**src/rtl/axi_pwm_gen_core_if.sv**
```systemverilog
// Configuration / waveform bundle between the axi_pwm register slave and the
// PWM generator core.
//   master : register side, drives CTRL_EN, CTRL_POL, PERIOD, DUTY, CFG_WR
//            and observes CFG_PENDING, PWM_OUT, PERIOD_TICK, CNT_VAL
//   slave  : generator core, the mirror image of master
interface axi_pwm_gen_core_if #(
    parameter int NUM_CH = 2,
    parameter int CNT_W  = 32
);
    logic                    CTRL_EN;
    logic [NUM_CH-1:0]       CTRL_POL;
    logic [CNT_W-1:0]        PERIOD;
    logic [NUM_CH*CNT_W-1:0] DUTY;
    logic                    CFG_WR;
    logic                    CFG_PENDING;
    logic [NUM_CH-1:0]       PWM_OUT;
    logic                    PERIOD_TICK;
    logic [CNT_W-1:0]        CNT_VAL;

    modport master (
        output CTRL_EN, CTRL_POL, PERIOD, DUTY, CFG_WR,
        input  CFG_PENDING, PWM_OUT, PERIOD_TICK, CNT_VAL
    );

    modport slave (
        input  CTRL_EN, CTRL_POL, PERIOD, DUTY, CFG_WR,
        output CFG_PENDING, PWM_OUT, PERIOD_TICK, CNT_VAL
    );
endinterface

```
**src/rtl/axi_pwm_gen_core.sv**
```systemverilog
// Multi-channel PWM generator. One period counter is shared by NUM_CH
// channels; each channel compares the counter against its own duty value.
// Writes to PERIOD/DUTY made while running are staged and only become active
// at a period boundary, so no period is ever cut short or stretched.
// Ports:
//   ACLK   : clock, all logic on the rising edge
//   ARESET : synchronous active-high reset
//   bus    : slave modport of axi_pwm_gen_core_if (controls in, waveforms out)
module axi_pwm_gen_core #(
    parameter int NUM_CH = 2,
    parameter int CNT_W  = 32
) (
    input  logic              ACLK,
    input  logic              ARESET,
    axi_pwm_gen_core_if.slave bus
);
    localparam logic [CNT_W-1:0]  CNT_ZERO = {CNT_W{1'b0}};
    localparam logic [CNT_W-1:0]  CNT_ONE  = {{(CNT_W-1){1'b0}}, 1'b1};
    localparam logic [NUM_CH-1:0] CH_ZERO  = {NUM_CH{1'b0}};

    typedef enum logic [0:0] {
        ST_IDLE = 1'b0,
        ST_RUN  = 1'b1
    } state_t;

    state_t            state_r;
    logic [CNT_W-1:0]  cnt_r;
    logic [CNT_W-1:0]  act_period_r;
    logic [CNT_W-1:0]  stg_period_r;
    logic [CNT_W-1:0]  act_duty_r [NUM_CH];
    logic [CNT_W-1:0]  stg_duty_r [NUM_CH];
    logic              pending_r;
    logic [NUM_CH-1:0] pwm_r;

    logic              run_s;
    logic              boundary_s;
    logic [NUM_CH-1:0] raw_s;

    // Edge classification and per-channel compare against the live counter
    always_comb begin
        // Only an edge that is already in RUN with enable still high advances
        // the counter; the IDLE->RUN edge itself still behaves as IDLE so the
        // first RUN cycle starts at cnt = 0.
        run_s      = (state_r == ST_RUN) && bus.CTRL_EN;
        boundary_s = (state_r == ST_RUN) && (cnt_r == act_period_r);
        raw_s      = CH_ZERO;
        for (int i = 0; i < NUM_CH; i++) begin
            raw_s[i] = (cnt_r < act_duty_r[i]);
        end
    end

    // Control FSM, period counter, config staging and registered outputs
    always_ff @(posedge ACLK) begin
        if (ARESET) begin
            state_r      <= ST_IDLE;
            cnt_r        <= CNT_ZERO;
            act_period_r <= CNT_ZERO;
            stg_period_r <= CNT_ZERO;
            pending_r    <= 1'b0;
            pwm_r        <= CH_ZERO;
            for (int i = 0; i < NUM_CH; i++) begin
                act_duty_r[i] <= CNT_ZERO;
                stg_duty_r[i] <= CNT_ZERO;
            end
        end else begin
            // Enable drops take effect on the same edge, from either state
            state_r <= bus.CTRL_EN ? ST_RUN : ST_IDLE;

            if (run_s) begin
                pwm_r <= raw_s ^ bus.CTRL_POL;
                if (boundary_s) begin
                    cnt_r <= CNT_ZERO;
                end else begin
                    cnt_r <= cnt_r + CNT_ONE;
                end

                if (boundary_s && bus.CFG_WR) begin
                    // Write lands exactly on the boundary: it becomes the
                    // next period directly and supersedes anything staged.
                    act_period_r <= bus.PERIOD;
                    for (int i = 0; i < NUM_CH; i++) begin
                        act_duty_r[i] <= bus.DUTY[i*CNT_W +: CNT_W];
                    end
                    pending_r <= 1'b0;
                end else if (boundary_s && pending_r) begin
                    act_period_r <= stg_period_r;
                    for (int i = 0; i < NUM_CH; i++) begin
                        act_duty_r[i] <= stg_duty_r[i];
                    end
                    pending_r <= 1'b0;
                end else if (bus.CFG_WR) begin
                    // Later writes simply overwrite the stage (last one wins)
                    stg_period_r <= bus.PERIOD;
                    for (int i = 0; i < NUM_CH; i++) begin
                        stg_duty_r[i] <= bus.DUTY[i*CNT_W +: CNT_W];
                    end
                    pending_r <= 1'b1;
                end else begin
                    pending_r <= pending_r;
                end
            end else begin
                // IDLE behaviour: counter parked, outputs at inactive level.
                // A stage left over from RUN survives unless overwritten here.
                cnt_r <= CNT_ZERO;
                pwm_r <= bus.CTRL_POL;
                if (bus.CFG_WR) begin
                    act_period_r <= bus.PERIOD;
                    for (int i = 0; i < NUM_CH; i++) begin
                        act_duty_r[i] <= bus.DUTY[i*CNT_W +: CNT_W];
                    end
                    pending_r <= 1'b0;
                end else begin
                    pending_r <= pending_r;
                end
            end
        end
    end

    assign bus.PWM_OUT     = pwm_r;
    assign bus.CFG_PENDING = pending_r;
    assign bus.CNT_VAL     = cnt_r;
    // Tick is decoded from the counter so it sits in the last count itself
    assign bus.PERIOD_TICK = boundary_s;
endmodule

```
**src/flat_wrapper.sv**
```systemverilog
// flat-port wrapper written by rule: the top's interface ports become plain ports
module axi_pwm_gen_core_flat 
#(
    parameter int NUM_CH = 2,
    parameter int CNT_W  = 32
)
  (ACLK, ARESET, bus_CTRL_EN, bus_CTRL_POL, bus_PERIOD, bus_DUTY, bus_CFG_WR, bus_CFG_PENDING, bus_PWM_OUT, bus_PERIOD_TICK, bus_CNT_VAL);
  axi_pwm_gen_core_if #(.NUM_CH(NUM_CH), .CNT_W(CNT_W)) bus_i ();
  input  logic ACLK;
  input  logic ARESET;
  input wire logic [$bits(bus_i.CTRL_EN)-1:0] bus_CTRL_EN;
  input wire logic [$bits(bus_i.CTRL_POL)-1:0] bus_CTRL_POL;
  input wire logic [$bits(bus_i.PERIOD)-1:0] bus_PERIOD;
  input wire logic [$bits(bus_i.DUTY)-1:0] bus_DUTY;
  input wire logic [$bits(bus_i.CFG_WR)-1:0] bus_CFG_WR;
  output wire logic [$bits(bus_i.CFG_PENDING)-1:0] bus_CFG_PENDING;
  output wire logic [$bits(bus_i.PWM_OUT)-1:0] bus_PWM_OUT;
  output wire logic [$bits(bus_i.PERIOD_TICK)-1:0] bus_PERIOD_TICK;
  output wire logic [$bits(bus_i.CNT_VAL)-1:0] bus_CNT_VAL;
  assign bus_i.CTRL_EN = bus_CTRL_EN;
  assign bus_i.CTRL_POL = bus_CTRL_POL;
  assign bus_i.PERIOD = bus_PERIOD;
  assign bus_i.DUTY = bus_DUTY;
  assign bus_i.CFG_WR = bus_CFG_WR;
  assign bus_CFG_PENDING = bus_i.CFG_PENDING;
  assign bus_PWM_OUT = bus_i.PWM_OUT;
  assign bus_PERIOD_TICK = bus_i.PERIOD_TICK;
  assign bus_CNT_VAL = bus_i.CNT_VAL;
  axi_pwm_gen_core #(.NUM_CH(NUM_CH), .CNT_W(CNT_W)) u_core (.ACLK(ACLK), .ARESET(ARESET), .bus(bus_i));
endmodule
```
**config.mk**
```make
export PLATFORM = sky130hd
export DESIGN_NAME = axi_pwm_gen_core_flat
export DESIGN_NICKNAME = d
export VERILOG_FILES = /design/src/rtl/axi_pwm_gen_core_if.sv /design/src/rtl/axi_pwm_gen_core.sv /design/src/flat_wrapper.sv
export SDC_FILE = /design/constraint.sdc
export NUM_CORES = 1
export LEC_CHECK = 0
export BUFFER_PORTS_ARGS = -buffer_cell sky130_fd_sc_hd__clkbuf_2
export CAP_MARGIN = 20
export CORE_MARGIN = 4
export CORE_UTILIZATION = 55
export DETAILED_ROUTE_END_ITERATION = 6
export PLACE_DENSITY = 0.78
export SYNTH_ARGS = -nofsm -noshare
export SYNTH_HDL_FRONTEND = slang
export SYNTH_SLANG_ARGS = --single-unit
```
**constraint.sdc**
```tcl
create_clock -name ACLK -period 8.2 [get_ports ACLK]
set_clock_uncertainty 0.1 [all_clocks]
set_input_delay 0.82 -clock ACLK [delete_from_list [all_inputs] [get_ports ACLK]]
set_output_delay 0.82 -clock ACLK [all_outputs]
set_load 0.1 [all_outputs]
```
# Word-level counts from Yosys, hierarchy flattened
# Memory sizes are Yosys's and may differ from the RTL's.
# Cells that the tools add are included.
totals:
  ff_bits: 100
  ram_bits: 128
  in_bits: 102
  out_inout_bits: 36
  elab_cells: 74
  memories: 2
op_classes:
  addsub: 1
  magnitude_cmp: 2
  eq_ne: 2
  muxes: 39
  bitwise: 12
  reduce_logical: 10
mem_list:
  columns: ["memory", "depth", "width", "read_ports", "rd_clocked_by_memory_dff", "wr", "line_no", "source"]
  rows:
  - ["u_core.act_duty_r", 2, 32, 2, 0, 2, "axi_pwm_gen_core.sv:30", "logic [CNT_W-1:0] act_duty_r [NUM_CH];"]
  - ["u_core.stg_duty_r", 2, 32, 2, 0, 2, "axi_pwm_gen_core.sv:31", "logic [CNT_W-1:0] stg_duty_r [NUM_CH];"]
ops:
  columns: ["operator", "n"]
  rows:
  - ["$mux 32", 12]
  - ["$lt 32x32->1", 2]
  - ["$add 32x1->32 const B", 1]
  - ["$eq 32x32->1", 1]
  - ["$mux 1", 26]
  - ["$or 1x1->1", 8]
  - ["$logic_and 1x1->1", 4]
  - ["$reduce_and 2->1", 2]
  - ["$reduce_and 4->1", 1]
  - ["$ne 3x3->1 const B", 1]
  - ["$not 1->1", 3]
  - ["$reduce_bool 3->1", 1]
  - ["$reduce_or 3->1", 1]
  - ["$mux 2", 1]
  - ["$reduce_bool 2->1", 1]
  - ["$xor 2x2->2", 1]

# Logic depth before layout (Yosys ltp)
logic_depth:
  word_depth: 10
  mapped_depth: 10
  depth_no_buf: 8

# Least setup slack after synthesis
# Ideal clock, no wire load.
synth_timing:
  kind: "reg-to-reg"
  start: "reg u_core.cnt_r[2] (netlist: u_core.bus.CNT_VAL[2])"
  end: "mem u_core.act_duty_r[0][0], enable pin"
  arrival_ps: 3763
  required_ps: 7668
  setup_slack_ps: 3905
  stages_incl_launch_ff: 9
  n_path_buf: 2
  cell_sequence: "dfxtp_1 buf_6 xnor2_2 nand4_1 nor4_4 nand2_2 buf_6 a21o_1 nand2b_1"
synth_lines:
  columns: ["element", "line_no", "source"]
  rows:
  - ["from (decl)", "axi_pwm_gen_core.sv:27", "logic [CNT_W-1:0] cnt_r;"]
  - ["from (signal assigned)", "axi_pwm_gen_core.sv:74", "cnt_r <= cnt_r + CNT_ONE;"]
  - ["to (decl)", "axi_pwm_gen_core.sv:30", null]

==> metrics.cfg <==
[floorplanning]
die-area_um2 = 24000
ios = 138
initial_utilization_pct = 56.1
core_region_area_um2 = 21200
num_rows = 53
die_h_um = 155
die_w_um = 155

[detailed_routing]
wire_per_inst_um = 17.5
via_per_inst = 5.42
postRouteAntennaNets = 0
drtIter0Drc = 517
drc = 0
finalWirelength_um = 27700
num_vias = 8578
first_pass_iters = 5

[worst_setup_path]
end_kind = flip-flop
cp-start-kind = flip-flop
reg2reg_slack_ns = 4.06
path_class = reg -> reg
rr_startpoint = u_core.bus.CNT_VAL[4]
crit_path_max_fanout = 64
required_ns = 8.24
rr_worst_depth = 7
critical_path_arrival_ns = 4.17
reg2reg_to = u_core.act_duty_r[0][2]

[placement]
dp.final_hpwl_um = 19700
pre_cts_ws_ns = 4.11
dp.cells = 1539
portBuffers = 137
gp_congestion = 0.905

[synth]
synth_edf_count = 128
synth_xor_area_share_pct = 4.64
yosys_warnings = 0
muxShareOfSynthArea_pct = 2.79
synth_compound_area_share_pct = 13.1
synth_fa_ha_area_share_pct = 6.64
synth.cell_area_um2 = 11900
synth_top_family_by_area = simple AND/OR/NAND/NOR gates
ys_seq_area_share_pct = 49.3
ys_ff_latch = 228
ys_async_sr_fraction_pct = 0
syn_inst = 1176
synthTopCellsByArea = edfxtp_1 32%, dfxtp_1 17%, nor2_1 7.6%
yosys.area_share.simple_pct = 18.0
yosysTopAreaCellShare_pct = 32.4
syn_area_per_cell_um2 = 10.1
synth_cell_types = 50
synth_nets = 1341
ys.flop_type = edfxtp_1
yosys.area.top_type = edfxtp_1

[grt]
grt_max_degree = 97
antenna_found_initial = 0
grt_pass1_wl_um = 44600
grt_overflow = 0
grt_usage_pct = 22.9
grt_pass1_vias = 8385

[cells_and_area]
mostFrequentLayoutCell = nor2_1
final_cell_mix = 241 x nor2_1, 136 x clkbuf_2, 128 x edfxtp_1
final_cells = 1583
fillCellCount = 1680
drive_above_1_share_pct = 18.1
nets = 1456
synthToLayoutAreaGrowth_pct = 13.9
antennaDiodeCount = 0
utilization_pct = 63.9

[clocking]
cts_resized = 0
path_clk_slew_ns = 0.06
htreeDepth = 1
cts_buffer_depth = 3
root_buffer = clkbuf_16
cts_tree = done
clkLatencyLatePin_ns = 0.52
cts_hold_buf = 0
clock-sinks = 228
post_cts_buffers = 0
cts_buffers = 25

[sta]
period_minus_slack_ns = 4.14
hold_viol = 0
tns_ns = 0
relSlewSlack_pct = 28.8
fmax_mhz = 242
worst_slew_pin_slew_ns = 1.07
finalCritPeriodShare_pct = 50.4
drv_slew = 0
layout_setup_ws_ns = 4.06
setup_viol = 0
rsz0062_at_grt = false

[min_path]
hold_path_end = u_core.act_period_r[26]
min_from = u_core.act_period_r[26]
hold_class = reg -> reg
worstHoldPathCells = 2

[power]
leakagePower_nw = 5.44
power.density_nw_per_um2 = 194
irDropWorstVdd_uv = 124
power_mw = 2.62

[job]
maxCapViolCount = 0

[run_status]
outcome = complete, no violations

-- final cells by class --
type                       instances  area, um2  area share (%)
clock buffer                      36        716            5.30
clock inverter                     8       87.6           0.648
inverter                          98        368            2.72
multi-input combinational        791       5390            39.9
sequential                       228       5850            43.3
tap                              275        344            2.55
timing repair buffer             147        763            5.65
-- worst max-delay path, stage by stage, from the launching register on --
cell and delay (ns):
dfxtp_1 0.52, xnor2_1 0.20, nand4_1 0.14, nor4_2 0.61
nand2_2 0.57, a21o_1 0.71, nand2b_2 0.20, buf_4 0.62
-- how the worst max path moves through the flow --
stage	end	slack, ns	startpoint	cells past startpoint
after global routing	u_core.act_duty_r[0][34]	3.89	u_core.bus.CNT_VAL[24]	7
final	u_core.act_duty_r[0][2]	4.06	u_core.bus.CNT_VAL[4]	7
after floorplan	u_core.act_duty_r[0][0]	3.91	u_core.bus.CNT_VAL[2]	8
after global placement	u_core.act_duty_r[0][0]	4.28	u_core.bus.CNT_VAL[9]	7
after CTS	u_core.act_duty_r[0][9]	4.11	u_core.bus.CNT_VAL[4]	7
after detailed placement	u_core.act_duty_r[0][9]	4.11	u_core.bus.CNT_VAL[4]	7
-- layer usage --
metal / up-vias / track usage, % / wire length (um)
met4: 0 / 6.35 / 665
met3: 42 / 3.37 / 1620
met5: - / 0 / 0
met2: 250 / 35.5 / 12400
li1: 4289 / - / -
met1: 3997 / 33.8 / 13000
-- where the power goes --
| part | internal, mW | switching, mW | total [mW] |
|---|---|---|---|
| Clock | 0.665 | 0.436 | 1.10 |
| Combinational | 0.0851 | 0.144 | 0.230 |
| Sequential | 1.26 | 0.0237 | 1.29 |
| Total | 2.01 | 0.604 | 2.62 |
-- through the flow --
| step | hold slack (ns) | cell area, um2 |
|---|---|---|
| 6_report | 0.379 | 13500 |
| 5_1_grt | 0.393 | 13500 |
| 4_1_cts | 0.379 | 13500 |
| 3_5_place_dp | 0.365 | 12700 |
| 3_3_place_gp | 0.365 | 12700 |
| 2_1_floorplan | 0.342 | 11900 |
-- state kept, by name (all words and copies together), names as in the netlist --
signal,count
u_core.act_period_r,32
u_core.bus.CFG_PENDING,1
u_core.stg_duty_r,64
u_core.stg_period_r,32
u_core.bus.PWM_OUT,2
u_core.act_duty_r,64
u_core.state_r,1
u_core.bus.CNT_VAL,32
-- cell families after synthesis --
group / Yosys count
flip-flops: 228
buffers and inverters: 157
XOR/XNOR: 62
AO/OA/AOI/OAI: 185
AND/OR/NAND/NOR: 448
multiplexers: 33
adder cells (fa/ha/maj): 63
-- cell usage after synthesis, types with 2 or more instances --
cell type,n
dfxtp_1,100
clkbuf_1,45
nor2b_1,4
o211ai_1,3
and3_1,8
xor2_1,21
a211oi_1,37
and4_1,3
o21ai_0,44
buf_6,8
mux2i_1,32
buf_1,3
nor4_1,4
a21o_1,3
nand4_1,19
ha_1,63
a22oi_1,2
nor2_1,241
buf_2,3
o2bb2ai_2,40
edfxtp_1,128
o2bb2ai_1,23
xnor2_1,40
nor4_4,2
nand3_1,20
nand2b_1,100
nand2_1,31
nor3_1,5
inv_1,98
or2_2,3
a21oi_1,24
Power figures use the tool's default switching activity.
